<file path="src/rtl/game_pkg.sv">
// Shared types and constants for the game screen/flow sequencer.
// State encoding is visible on state_o, so the values are fixed.
package game_pkg;

    typedef enum logic [2:0] {
        MENU   = 3'd0,
        LOAD   = 3'd1,
        READY  = 3'd2,
        PLAY   = 3'd3,
        PAUSE  = 3'd4,
        RESULT = 3'd5
    } game_state_t;

    localparam logic [1:0] SCR_MENU   = 2'd0;
    localparam logic [1:0] SCR_GAME   = 2'd1;
    localparam logic [1:0] SCR_PAUSE  = 2'd2;
    localparam logic [1:0] SCR_RESULT = 2'd3;

    localparam int FRAME_CNT_W = 8;

    // Pixel-source select for each screen; unknown encodings show the menu.
    function automatic logic [1:0] screen_of(input game_state_t s);
        logic [1:0] scr;
        scr = SCR_MENU;
        case (s)
            MENU:               scr = SCR_MENU;
            LOAD, READY, PLAY:  scr = SCR_GAME;
            PAUSE:              scr = SCR_PAUSE;
            RESULT:             scr = SCR_RESULT;
            default:            scr = SCR_MENU;
        endcase
        return scr;
    endfunction

endpackage

</file>
<file path="src/rtl/game_flow_ctrl_btn_edge.sv">
// Rising-edge detector for an already-synchronised button level.
// The previous-level flop resets to 1 so a button held through reset is not a press.
module btn_edge (
    input  logic clk_i,
    input  logic reset_i,
    input  logic sig_i,
    output logic edge_o
);

    logic prev_q;
    logic prev_d;

    always_comb begin
        prev_d = sig_i;
    end

    always_ff @(posedge clk_i or posedge reset_i) begin
        if (reset_i) begin
            prev_q <= 1'b1;
        end else begin
            prev_q <= prev_d;
        end
    end

    assign edge_o = sig_i & ~prev_q;

endmodule

</file>
<file path="src/rtl/game_flow_ctrl.sv">
// Top-level screen/game sequencer: menu -> load -> ready -> play <-> pause -> result -> menu.
// Owns the frame countdown, the latched map index and the pixel-source select.
module game_flow_ctrl
    import game_pkg::*;
#(
    parameter int READY_FRAMES        = 120,
    parameter int RESULT_FRAMES       = 180,
    parameter int LOAD_TIMEOUT_FRAMES = 30
) (
    input  logic       clk_i,
    input  logic       reset_i,
    input  logic       start_i,
    input  logic       pause_i,
    input  logic [1:0] map_type_i,
    input  logic       frame_tick_i,
    input  logic       load_done_i,
    input  logic       game_over_i,
    input  logic       victory_i,
    output logic [2:0] state_o,
    output logic [1:0] map_sel_o,
    output logic       map_load_o,
    output logic       load_err_o,
    output logic       game_run_o,
    output logic       menu_active_o,
    output logic [1:0] screen_sel_o,
    output logic       result_o
);

    localparam logic [FRAME_CNT_W-1:0] READY_LOAD   = READY_FRAMES[FRAME_CNT_W-1:0];
    localparam logic [FRAME_CNT_W-1:0] RESULT_LOAD  = RESULT_FRAMES[FRAME_CNT_W-1:0];
    localparam logic [FRAME_CNT_W-1:0] TIMEOUT_LOAD = LOAD_TIMEOUT_FRAMES[FRAME_CNT_W-1:0];
    localparam logic [FRAME_CNT_W-1:0] CNT_ONE      = 8'd1;

    game_state_t            state_q, state_d;
    logic [FRAME_CNT_W-1:0] frame_cnt_q, frame_cnt_d;
    logic [1:0]             map_sel_q, map_sel_d;
    logic                   result_q, result_d;
    logic                   map_load_q, map_load_d;
    logic                   load_err_q, load_err_d;

    logic start_edge;
    logic pause_edge;
    logic last_tick;

    btn_edge u_start_edge (
        .clk_i   (clk_i),
        .reset_i (reset_i),
        .sig_i   (start_i),
        .edge_o  (start_edge)
    );

    btn_edge u_pause_edge (
        .clk_i   (clk_i),
        .reset_i (reset_i),
        .sig_i   (pause_i),
        .edge_o  (pause_edge)
    );

    // A timed state ends on the tick that finds the counter at 1, i.e. the Nth tick.
    assign last_tick = frame_tick_i && (frame_cnt_q == CNT_ONE);

    always_comb begin
        state_d     = state_q;
        frame_cnt_d = frame_cnt_q;
        map_sel_d   = map_sel_q;
        result_d    = result_q;
        map_load_d  = 1'b0;
        load_err_d  = 1'b0;

        case (state_q)
            MENU: begin
                if (start_edge) begin
                    state_d     = LOAD;
                    map_sel_d   = map_type_i;
                    result_d    = 1'b0;
                    map_load_d  = 1'b1;
                    frame_cnt_d = TIMEOUT_LOAD;
                end
            end

            LOAD: begin
                // A load completion on the timeout tick still counts as success.
                if (load_done_i) begin
                    state_d     = READY;
                    frame_cnt_d = READY_LOAD;
                end else if (last_tick) begin
                    state_d    = MENU;
                    load_err_d = 1'b1;
                end else if (frame_tick_i) begin
                    frame_cnt_d = frame_cnt_q - CNT_ONE;
                end
            end

            READY: begin
                if (last_tick) begin
                    state_d = PLAY;
                end else if (frame_tick_i) begin
                    frame_cnt_d = frame_cnt_q - CNT_ONE;
                end
            end

            PLAY: begin
                if (game_over_i) begin
                    state_d     = RESULT;
                    result_d    = 1'b0;
                    frame_cnt_d = RESULT_LOAD;
                end else if (victory_i) begin
                    state_d     = RESULT;
                    result_d    = 1'b1;
                    frame_cnt_d = RESULT_LOAD;
                end else if (pause_edge) begin
                    state_d = PAUSE;
                end
            end

            PAUSE: begin
                if (pause_edge) begin
                    state_d = PLAY;
                end else if (start_edge) begin
                    state_d = MENU;
                end
            end

            RESULT: begin
                if (start_edge || last_tick) begin
                    state_d = MENU;
                end else if (frame_tick_i) begin
                    frame_cnt_d = frame_cnt_q - CNT_ONE;
                end
            end

            default: begin
                state_d = MENU;
            end
        endcase
    end

    always_ff @(posedge clk_i or posedge reset_i) begin
        if (reset_i) begin
            state_q     <= MENU;
            frame_cnt_q <= '0;
            map_sel_q   <= 2'd0;
            result_q    <= 1'b0;
            map_load_q  <= 1'b0;
            load_err_q  <= 1'b0;
        end else begin
            state_q     <= state_d;
            frame_cnt_q <= frame_cnt_d;
            map_sel_q   <= map_sel_d;
            result_q    <= result_d;
            map_load_q  <= map_load_d;
            load_err_q  <= load_err_d;
        end
    end

    assign state_o       = state_q;
    assign map_sel_o     = map_sel_q;
    assign map_load_o    = map_load_q;
    assign load_err_o    = load_err_q;
    assign result_o      = result_q;
    assign menu_active_o = (state_q == MENU);
    assign game_run_o    = (state_q == PLAY);
    assign screen_sel_o  = screen_of(state_q);

endmodule
</file>
<file path="config.mk">
export PLATFORM = sky130hd
export DESIGN_NAME = game_flow_ctrl
export DESIGN_NICKNAME = d
export VERILOG_FILES = /design/src/rtl/game_pkg.sv /design/src/rtl/game_flow_ctrl_btn_edge.sv /design/src/rtl/game_flow_ctrl.sv
export SDC_FILE = /design/constraint.sdc
export NUM_CORES = 1
export LEC_CHECK = 0
export CAP_MARGIN = 20
export CELL_PAD_IN_SITES_DETAIL_PLACEMENT = 1
export CELL_PAD_IN_SITES_GLOBAL_PLACEMENT = 1
export CORE_MARGIN = 2
export CORE_UTILIZATION = 36
export CTS_BUF_LIST = sky130_fd_sc_hd__clkbuf_4 sky130_fd_sc_hd__clkbuf_8
export CTS_CLUSTER_DIAMETER = 200
export DETAILED_ROUTE_END_ITERATION = 12
export PLACE_DENSITY = 0.85
export SYNTH_ARGS = -nofsm -noshare
export SYNTH_HDL_FRONTEND = slang
export SYNTH_SLANG_ARGS = --single-unit
</file>
<file path="constraint.sdc">
create_clock -name clk_i -period 1.5 [get_ports clk_i]
set_clock_uncertainty 0.05 [all_clocks]
set_input_delay 0.15 -clock clk_i [delete_from_list [all_inputs] [get_ports clk_i]]
set_output_delay 0.15 -clock clk_i [all_outputs]
set_load 0.1 [all_outputs]
</file>
==> reports/results.txt, run 1 <==
number of primary I/O pins - 22
fraction of registers with async set/reset - 1.00
TritonCTS Buffers - 3
number of buffers inserted by port buffering - 21
# placed instances - 256
endpoint pin with the least setup slack after global-route repair - frame_cnt_q[5]$_DFFE_PP0P_/D
DP HPWL - 3.99 mm
synthesized area divided by synthesized cell count - 8.64 um^2
number of antenna violations at the first check in global routing - 1
largest net degree at the start of global routing - 11
Run Error - [ERROR DPL-0033] detailed placement checks failed during check placement.
number of buffers inserted for hold repair after clock tree synthesis - 0
predominant post-synthesis flop cell - sky130_fd_sc_hd__dfrtp_1
effective utilization at floorplan - 0.370
area post-placement - 2020 um^2
number of flops mapped to enable cells by yosys - 0
count of H-tree levels built during CTS - 1
syn_nets - 154
sequential share of the synthesized area - 0.369
die height - 62.4 um
Yosys reg bits - 18
worst endpoint type - register input
count of warnings emitted by yosys - 0
number of standard cells after synthesis - 142
Die W - 62.4 um
halt point of the flow - global routing
cell chosen for the clock root - sky130_fd_sc_hd__clkbuf_4
Clock Sink Count - 18
number of unique standard cell types used by synthesis - 49
Netlist Area Pre-Place - 1230 um^2
status - aborted with a tool error
global placer's final weighted congestion - 0.905
placement row count - 21
CTS max path bufs - 2
[timing repair]
action                                  in CTS
gates resized for setup                     48
endpoints found under the setup margin      18
buffers inserted                            15
cloned                                       1
pin swaps                                    8
[stage by stage]
stage | utilization | worst slack, ns | hold slack, ns | setup TNS (ns)
4_1_cts | 0.714 | -0.313 | 0.0764 | -4.31
3_3_place_gp | 0.611 | -0.356 | 0.409 | -3.59
2_1_floorplan | - | -0.889 | 0.0372 | -9.71
3_5_place_dp | 0.611 | -0.508 | 0.420 | -4.93
[cells by family after synthesis]
logic type      after synthesis  synth area share
simple gates                 53             0.258
compound gates               50             0.263
fa+ha+maj                     2            0.0204
mux                           3            0.0265
flops                        18             0.369
buf+inv                      15            0.0551
xor+xnor                      1           0.00714
[synthesized netlist by cell type, drive strengths merged, types with 2 or more instances]
cell type	instances	area share
a211oi	3	0.022
a21oi	14	0.057
a41oi	2	0.014
and3b	2	0.015
buf	4	0.021
dfrtp	16	0.33
dfstp	2	0.043
ha	2	0.020
inv	10	0.031
mux2	2	0.018
nand2	11	0.036
nand2b	5	0.026
nand3	3	0.012
nor2	12	0.037
nor2b	4	0.020
nor3	3	0.012
nor3b	2	0.016
nor4	2	0.020
o211ai	3	0.022
o21ai	13	0.056
o22ai	4	0.020
o31ai	4	0.024
==> run 2, diff against run 1 <==
==> config.mk (replaced) <==
export PLATFORM = sky130hd
export DESIGN_NAME = game_flow_ctrl
export DESIGN_NICKNAME = d
export VERILOG_FILES = /design/src/rtl/game_pkg.sv /design/src/rtl/game_flow_ctrl_btn_edge.sv /design/src/rtl/game_flow_ctrl.sv
export SDC_FILE = /design/constraint.sdc
export NUM_CORES = 1
export LEC_CHECK = 0
export CAP_MARGIN = 20
export CORE_AREA = 2 2 63 65
export DETAILED_ROUTE_END_ITERATION = 12
export DIE_AREA = 0 0 65 67
export PLACE_DENSITY_LB_ADDON = 0.15
export SYNTH_ARGS = -nofsm -noshare
export SYNTH_HDL_FRONTEND = slang
export SYNTH_SLANG_ARGS = --single-unit
==> constraint.sdc (replaced) <==
create_clock -name clk_i -period 1.95 [get_ports clk_i]
set_clock_uncertainty 0.05 [all_clocks]
set_input_delay 0.195 -clock clk_i [delete_from_list [all_inputs] [get_ports clk_i]]
set_output_delay 0.195 -clock clk_i [all_outputs]
set_load 0.1 [all_outputs]
==> reports/results.txt, run 2 <==
Die ar. - 4360 um^2
flip-flop count of the largest register, all copies and words added - 8
predominant post-synthesis flop cell - sky130_fd_sc_hd__dfrtp_1
cell chosen for the clock root - sky130_fd_sc_hd__clkbuf_8
worst-case hold slack - 0.194 ns
worst reg2reg path depth - 7
end of the worst register-to-register path - frame_cnt_q[0]
RSZ-0062 raised after global routing - yes
vias in the first global route - 1217
routed vias - 1226
most used standard cell by instance count after synthesis - sky130_fd_sc_hd__dfrtp_1
headroom to the max-slew limit - 0.685
highest-count cells in the layout ignoring fill and taps - sky130_fd_sc_hd__buf_4, sky130_fd_sc_hd__dfrtp_1, sky130_fd_sc_hd__nor2_1, sky130_fd_sc_hd__a21oi_1
endpoints failing hold - 0
sequential share of the synthesized area - 0.369 (unchanged)
worst-skew pair later-pin latency - 0.25 ns
placement row count - 22 (+4.8%)
Worst R2R Start - frame_cnt_q[1]
area leader, netlist - sky130_fd_sc_hd__dfrtp_1
setup slack of the most critical reg-to-reg path - 0.12 ns
FMAX - 0.541 GHz
count of H-tree levels built during CTS - 1 (unchanged)
Tmin final - 1.85 ns
fraction of final layout cells sized beyond drive strength 1 - 0.358
number of unique standard cell types used by synthesis - 49 (unchanged)
antenna-violating nets left - 0
max-cap check violation count - 0
count of fill cells added during filler insertion - 337
average routed wire per standard cell - 14.8 um
part of the cycle the worst path needs - 0.948
Worst Path Class, Setup - reg -> out
biggest area contributors in the synthesized netlist - sky130_fd_sc_hd__dfrtp_1, sky130_fd_sc_hd__a21oi_1, sky130_fd_sc_hd__o21ai_0, sky130_fd_sc_hd__dfstp_2, sky130_fd_sc_hd__nor2_1
worst setup margin - 0.102 ns
TritonCTS Buffers - 3 (unchanged)
worst-path fanout max - 9
met2 usage - 0.287
GRT met1 Usage - 0.207
fraction of registers with async set/reset - 1.00 (unchanged)
number of antenna violations at the first check in global routing - 0
Die W - 65 um (+4.2%)
number of violations reported at the end of detailed-routing iteration 0 - 60
syn_nets - 154 (unchanged)
routed wire length - 3.35 mm
setup total negative slack - 0 ns
total grt overflow - 0
number of pins exceeding their max-slew limit in the final report - 0
number of buffers inserted by port buffering - 21 (unchanged)
most common library cell in the layout ignoring fill and taps - sky130_fd_sc_hd__buf_4
startpoint kind of the worst setup timing path - register
Most Crowded Layer GR - met2
area growth from synthesis to layout - 44.9%
Clock Sink Count - 18 (unchanged)
number of failing setup endpoints in the final timing report - 0
number of buffers inserted for hold repair after clock tree synthesis - 0 (unchanged)
TritonRoute pass-1 iters - 4
synthesized area divided by synthesized cell count - 8.64 um^2 (unchanged)
die height - 67 um (+7.4%)
number of flops mapped to enable cells by yosys - 0 (unchanged)
DP HPWL - 2.59 mm (-35%)
global placer's final weighted congestion - 0.839 (-7.2%)
Reg with most FFs - frame_cnt_q
arrival time at the worst endpoint - 1.60 ns
CP required - 1.70 ns
global routing usage summed across all routing layers - 0.167
launching element of the worst setup path - state_o[2]
Yosys reg bits - 18 (unchanged)
setup slack after placement - -0.00174 ns (+0.507 ns)
CP endpoint - game_run_o
count of warnings emitted by yosys - 0 (unchanged)
number of standard cells after synthesis - 142 (unchanged)
net count reported at finish - 192
worst min path class - in -> async
Crit. End Element - output pin
first-pass GRT wire length - 5.60 mm
worst-margin pin slew - 0.468 ns
DRC violations left - 0
largest net degree at the start of global routing - 20
number of primary I/O pins - 22 (unchanged)
Core Area - 3610 um^2
Avg Vias per Cell - 5.40
clock transition at the registers of the reported paths - 0.07 ns
GR met3 Demand/Resource - 0.0389
number of antenna diodes - 0
effective utilization at floorplan - 0.340 (-0.0303)
CTS max path bufs - 2 (unchanged)
share of Yosys cell area claimed by the top area cell type - 0.327 (unchanged)
clock tree from TritonCTS - done
Netlist Area Pre-Place - 1230 um^2 (unchanged)
status - complete, no violations
most common library cells after synthesis - sky130_fd_sc_hd__dfrtp_1, sky130_fd_sc_hd__a21oi_1, sky130_fd_sc_hd__nor2_1
[run 2: cell counts after synthesis]
Identical to the previous run, type by type.
[run 2: layer usage]
layer,part of all wire,up-vias
li1,-,597
met5,0,-
met3,0.053,4
met4,0.0081,0
met1,0.45,590
met2,0.49,35
[run 2: worst min-delay path by stage]
stage / to / cells after the start / slack [ns] / startpoint
after global routing: state_o[2] / 2 / 0.26 / reset_i
after global placement: map_sel_o[0] / 1 / 0.44 / map_sel_o[0]
after floorplan: frame_cnt_q[0] / 1 / 0.08 / reset_i
after detailed placement: map_sel_o[1] / 1 / 0.45 / map_sel_o[1]
final: state_o[2] / 2 / 0.19 / reset_i
after CTS: result_o / 2 / 0.22 / reset_i
[run 2: timing repair]
| item | CTS | global route |
|---|---|---|
| pin swaps | 0 | 0 |
| setup buffers | 0 | 0 |
| endpoints found under the setup margin | 1 | 9 |
| gates resized for setup | 1 | 8 |
[run 2: critical path, cell delays in order (launching register included)]
cell and delay [ns]:
sky130_fd_sc_hd__dfrtp_4 0.52, sky130_fd_sc_hd__buf_4 0.19, sky130_fd_sc_hd__nor2b_2 0.16, sky130_fd_sc_hd__nand2_2 0.13, sky130_fd_sc_hd__clkinvlp_4 0.16, sky130_fd_sc_hd__buf_12 0.18
[run 2: final cells by class]
class | instances | area (um^2) | share of cell area
clock buffer | 4 | 55.1 | 0.0310
inverter | 10 | 41.3 | 0.0232
multi-input combinational | 109 | 786 | 0.442
sequential | 18 | 464 | 0.261
tap | 48 | 60.1 | 0.0338
timing repair buffer | 38 | 370 | 0.208
[run 2: logic make-up (layout without fill, tap and decap cells)]
kind of cell | after synthesis | in the layout | share of synthesized area
AOI/OAI and AO/OA | 50 | 50 | 0.263
adders and majority gates | 2 | 2 | 0.0204
muxes | 3 | 3 | 0.0265
DFF | 18 | 18 | 0.369
and+or+nand+nor | 53 | 53 | 0.258
xor gates and xnor gates | 1 | 1 | 0.00714
buffers and inverters | 15 | 52 | 0.0551
[run 2: metrics by stage]
stage / util / instances / instance area (um^2)
after floorplan: - / 142 / 1280
after global placement: 0.464 / 223 / 1670
after detailed placement: 0.464 / 223 / 1670
after CTS: 0.480 / 227 / 1730
after global routing: 0.493 / 227 / 1780
final: 0.493 / 227 / 1780
Power of run 2 is not shown: default switching activity piles up to over one toggle a cycle in this logic, so the estimate is an artifact.
==> run 3, diff against run 2 <==
--- a/config.mk
+++ b/config.mk
@@ -10,6 +10,7 @@
 export DETAILED_ROUTE_END_ITERATION = 12
 export DIE_AREA = 0 0 65 67
 export PLACE_DENSITY_LB_ADDON = 0.15
+export SLEW_MARGIN = 20
 export SYNTH_ARGS = -nofsm -noshare
 export SYNTH_HDL_FRONTEND = slang
 export SYNTH_SLANG_ARGS = --single-unit
==> results of run 3 <==
No change in the layout: final DEF, timing and power equal those of run 2.
Power of run 3 is left out for the same reason.
==> run 4, diff against run 3 <==
--- a/config.mk
+++ b/config.mk
@@ -10,6 +10,7 @@
 export DETAILED_ROUTE_END_ITERATION = 12
 export DIE_AREA = 0 0 65 67
 export PLACE_DENSITY_LB_ADDON = 0.15
+export SKIP_CTS_REPAIR_TIMING = 1
 export SLEW_MARGIN = 20
 export SYNTH_ARGS = -nofsm -noshare
 export SYNTH_HDL_FRONTEND = slang
==> constraint.sdc (replaced) <==
create_clock -name clk_i -period 1.95 [get_ports clk_i]
set_clock_uncertainty 0.05 [all_clocks]
set_input_delay 0.195 -clock clk_i [delete_from_list [all_inputs] [get_ports clk_i]]
set_output_delay 0.195 -clock clk_i [all_outputs]
set_load 0.05 [all_outputs]
==> reports/results.txt, run 4 (same netlist as run 2, synthesis figures left out) <==
net count reported at finish - 189 (-1.6%)
count of H-tree levels built during CTS - 1 (unchanged)
RSZ-0062 raised after global routing - no
DP HPWL - 2.48 mm (-4.2%)
Die ar. - 4360 um^2 (unchanged)
effective utilization at floorplan - 0.340 (unchanged)
flip-flop count of the largest register, all copies and words added - 8 (unchanged)
area growth from synthesis to layout - 38.0%
placement row count - 22 (unchanged)
Tmin final - 1.83 ns (-0.0139 ns)
CTS max path bufs - 2 (unchanged)
Avg Vias per Cell - 5.30 (-1.9%)
global placer's final weighted congestion - 0.876 (+4.4%)
endpoints failing hold - 0 (unchanged)
routed vias - 1187 (-3.2%)
antenna-violating nets left - 0 (unchanged)
TritonCTS Buffers - 3 (unchanged)
total grt overflow - 0 (unchanged)
clock tree from TritonCTS - done
final non-filler cell area - 1690 um^2 (-4.8%)
worst-path fanout max - 4 (-5)
number of antenna diodes - 0 (unchanged)
Core Area - 3610 um^2 (unchanged)
Crit. End Element - register
number of antenna violations at the first check in global routing - 0 (unchanged)
first-pass GRT wire length - 5.61 mm (+0.25%)
max-cap check violation count - 0 (unchanged)
average routed wire per standard cell - 14.2 um (-3.9%)
cell chosen for the clock root - sky130_fd_sc_hd__clkbuf_8
part of the cycle the worst path needs - 0.941 (-0.00715)
Worst Path Class, Setup - reg -> reg
number of pins exceeding their max-slew limit in the final report - 0 (unchanged)
setup total negative slack - 0 ns (unchanged)
leakage - 0.717 nW
highest-count cells in the layout ignoring fill and taps - sky130_fd_sc_hd__clkdlybuf4s50_1, sky130_fd_sc_hd__buf_4, sky130_fd_sc_hd__a21oi_1, sky130_fd_sc_hd__dfrtp_1, sky130_fd_sc_hd__nor2_1
TritonRoute pass-1 iters - 4 (unchanged)
number of primary I/O pins - 22 (unchanged)
vias in the first global route - 1211 (-0.49%)
die height - 67 um (unchanged)
number of buffers inserted by port buffering - 21 (unchanged)
number of violations reported at the end of detailed-routing iteration 0 - 87 (+45%)
startpoint kind of the worst setup timing path - register
FMAX - 0.545 GHz (+0.76%)
Clock Sink Count - 18 (unchanged)
headroom to the max-slew limit - 0.663 (-0.0214)
worst reg2reg path depth - 7 (unchanged)
power per cell area - 1800 nW/um^2
fraction of final layout cells sized beyond drive strength 1 - 0.261 (-0.0962)
worst-skew pair later-pin latency - 0.26 ns (about the same)
setup slack after placement - 0.0273 ns (+0.0290 ns)
DRC violations left - 0 (unchanged)
area post-placement - 1620 um^2 (-3.0%)
worst setup margin - 0.116 ns (+0.0139 ns)
worst-margin pin slew - 0.504 ns (+0.0355 ns)
worst supply voltage drop on vdd - 0.757 mV
largest net degree at the start of global routing - 14 (-30%)
Reg with most FFs - frame_cnt_q
CP required - 2.08 ns (+0.38 ns)
Die W - 65 um (unchanged)
clock transition at the registers of the reported paths - 0.07 ns (about the same)
number of failing setup endpoints in the final timing report - 0 (unchanged)
routed wire length - 3.18 mm (-5.2%)
status - complete, no violations
arrival time at the worst endpoint - 1.96 ns (+0.36 ns)
global routing usage summed across all routing layers - 0.166 (-0.00138)
worst min path class - in -> async
==> run 4: changes by cell type in the layout (fill, tap and decap cells not counted), moves of 3 or more <==
cell,before,now
sky130_fd_sc_hd__dfrtp_4,3,0
sky130_fd_sc_hd__buf_4,24,15
sky130_fd_sc_hd__dfrtp_2,0,3
sky130_fd_sc_hd__clkdlybuf4s50_1,9,15
==> run 4: routing by layer <==
layer  wire, um  vias up  global-route usage  share of wire
met1       1490      569               0.216           0.47
li1           -      588                   -              -
met4         34        0              0.0505          0.011
met3        128        5              0.0270          0.040
met2       1520       25               0.281           0.48
met5          0        -                   0              0
==> run 4: path summary, 6_finish.rpt <==
path	from	to	slack [ns]
min in group clk_i	pause_i	u_pause_edge.prev_q	0.33
worst min-delay path	reset_i	map_sel_o[1]	0.18
max in group asynchronous	reset_i	frame_cnt_q[4]	1.20
worst max-delay path	frame_cnt_q[1]	frame_cnt_q[4]	0.12
worst max register to register	frame_cnt_q[1]	frame_cnt_q[4]	0.12
worst min register to register	map_sel_o[0]	map_sel_o[0]	0.47
==> run 4: cell type report <==
class / instances / area (um^2)
fill: 363 / 1910
inverter: 10 / 37.5
multi-input combinational: 109 / 728
timing repair buffer: 35 / 354
sequential: 18 / 457
clock buffer: 4 / 55.1
tap: 48 / 60.1
==> run 4: power breakdown <==
part / switching (W) / total [W] / internal (W) / leakage, nW
sequential: 0.000187 / 0.000715 / 0.000528 / 0.217
clock: 0.000140 / 0.000320 / 0.000180 / 0.0288
combinational: 0.00117 / 0.00201 / 0.000844 / 0.471
==> run 4: critical path, cell delays in order, from the launching register on <==
cell and delay [ns]:
sky130_fd_sc_hd__dfrtp_1 0.38, sky130_fd_sc_hd__inv_1 0.09, sky130_fd_sc_hd__ha_1 0.17, sky130_fd_sc_hd__and4bb_2 0.25, sky130_fd_sc_hd__and2_1 0.18, sky130_fd_sc_hd__a21oi_1 0.28, sky130_fd_sc_hd__a41oi_1 0.16, sky130_fd_sc_hd__o22ai_1 0.18
==> run 4: through the flow <==
stage / util / hold WS [ns] / instances / power [W]
3_5_place_dp: 0.450 / 0.458 / 219 / 0.00271
6_report: 0.469 / 0.176 / 224 / 0.00305
4_1_cts: 0.465 / 0.200 / 223 / 0.00303
2_1_floorplan: - / 0.0819 / 142 / 0.00209
5_1_grt: 0.469 / 0.253 / 224 / 0.00328
3_3_place_gp: 0.450 / 0.443 / 219 / 0.00270
(Power assumes the default switching activity.)
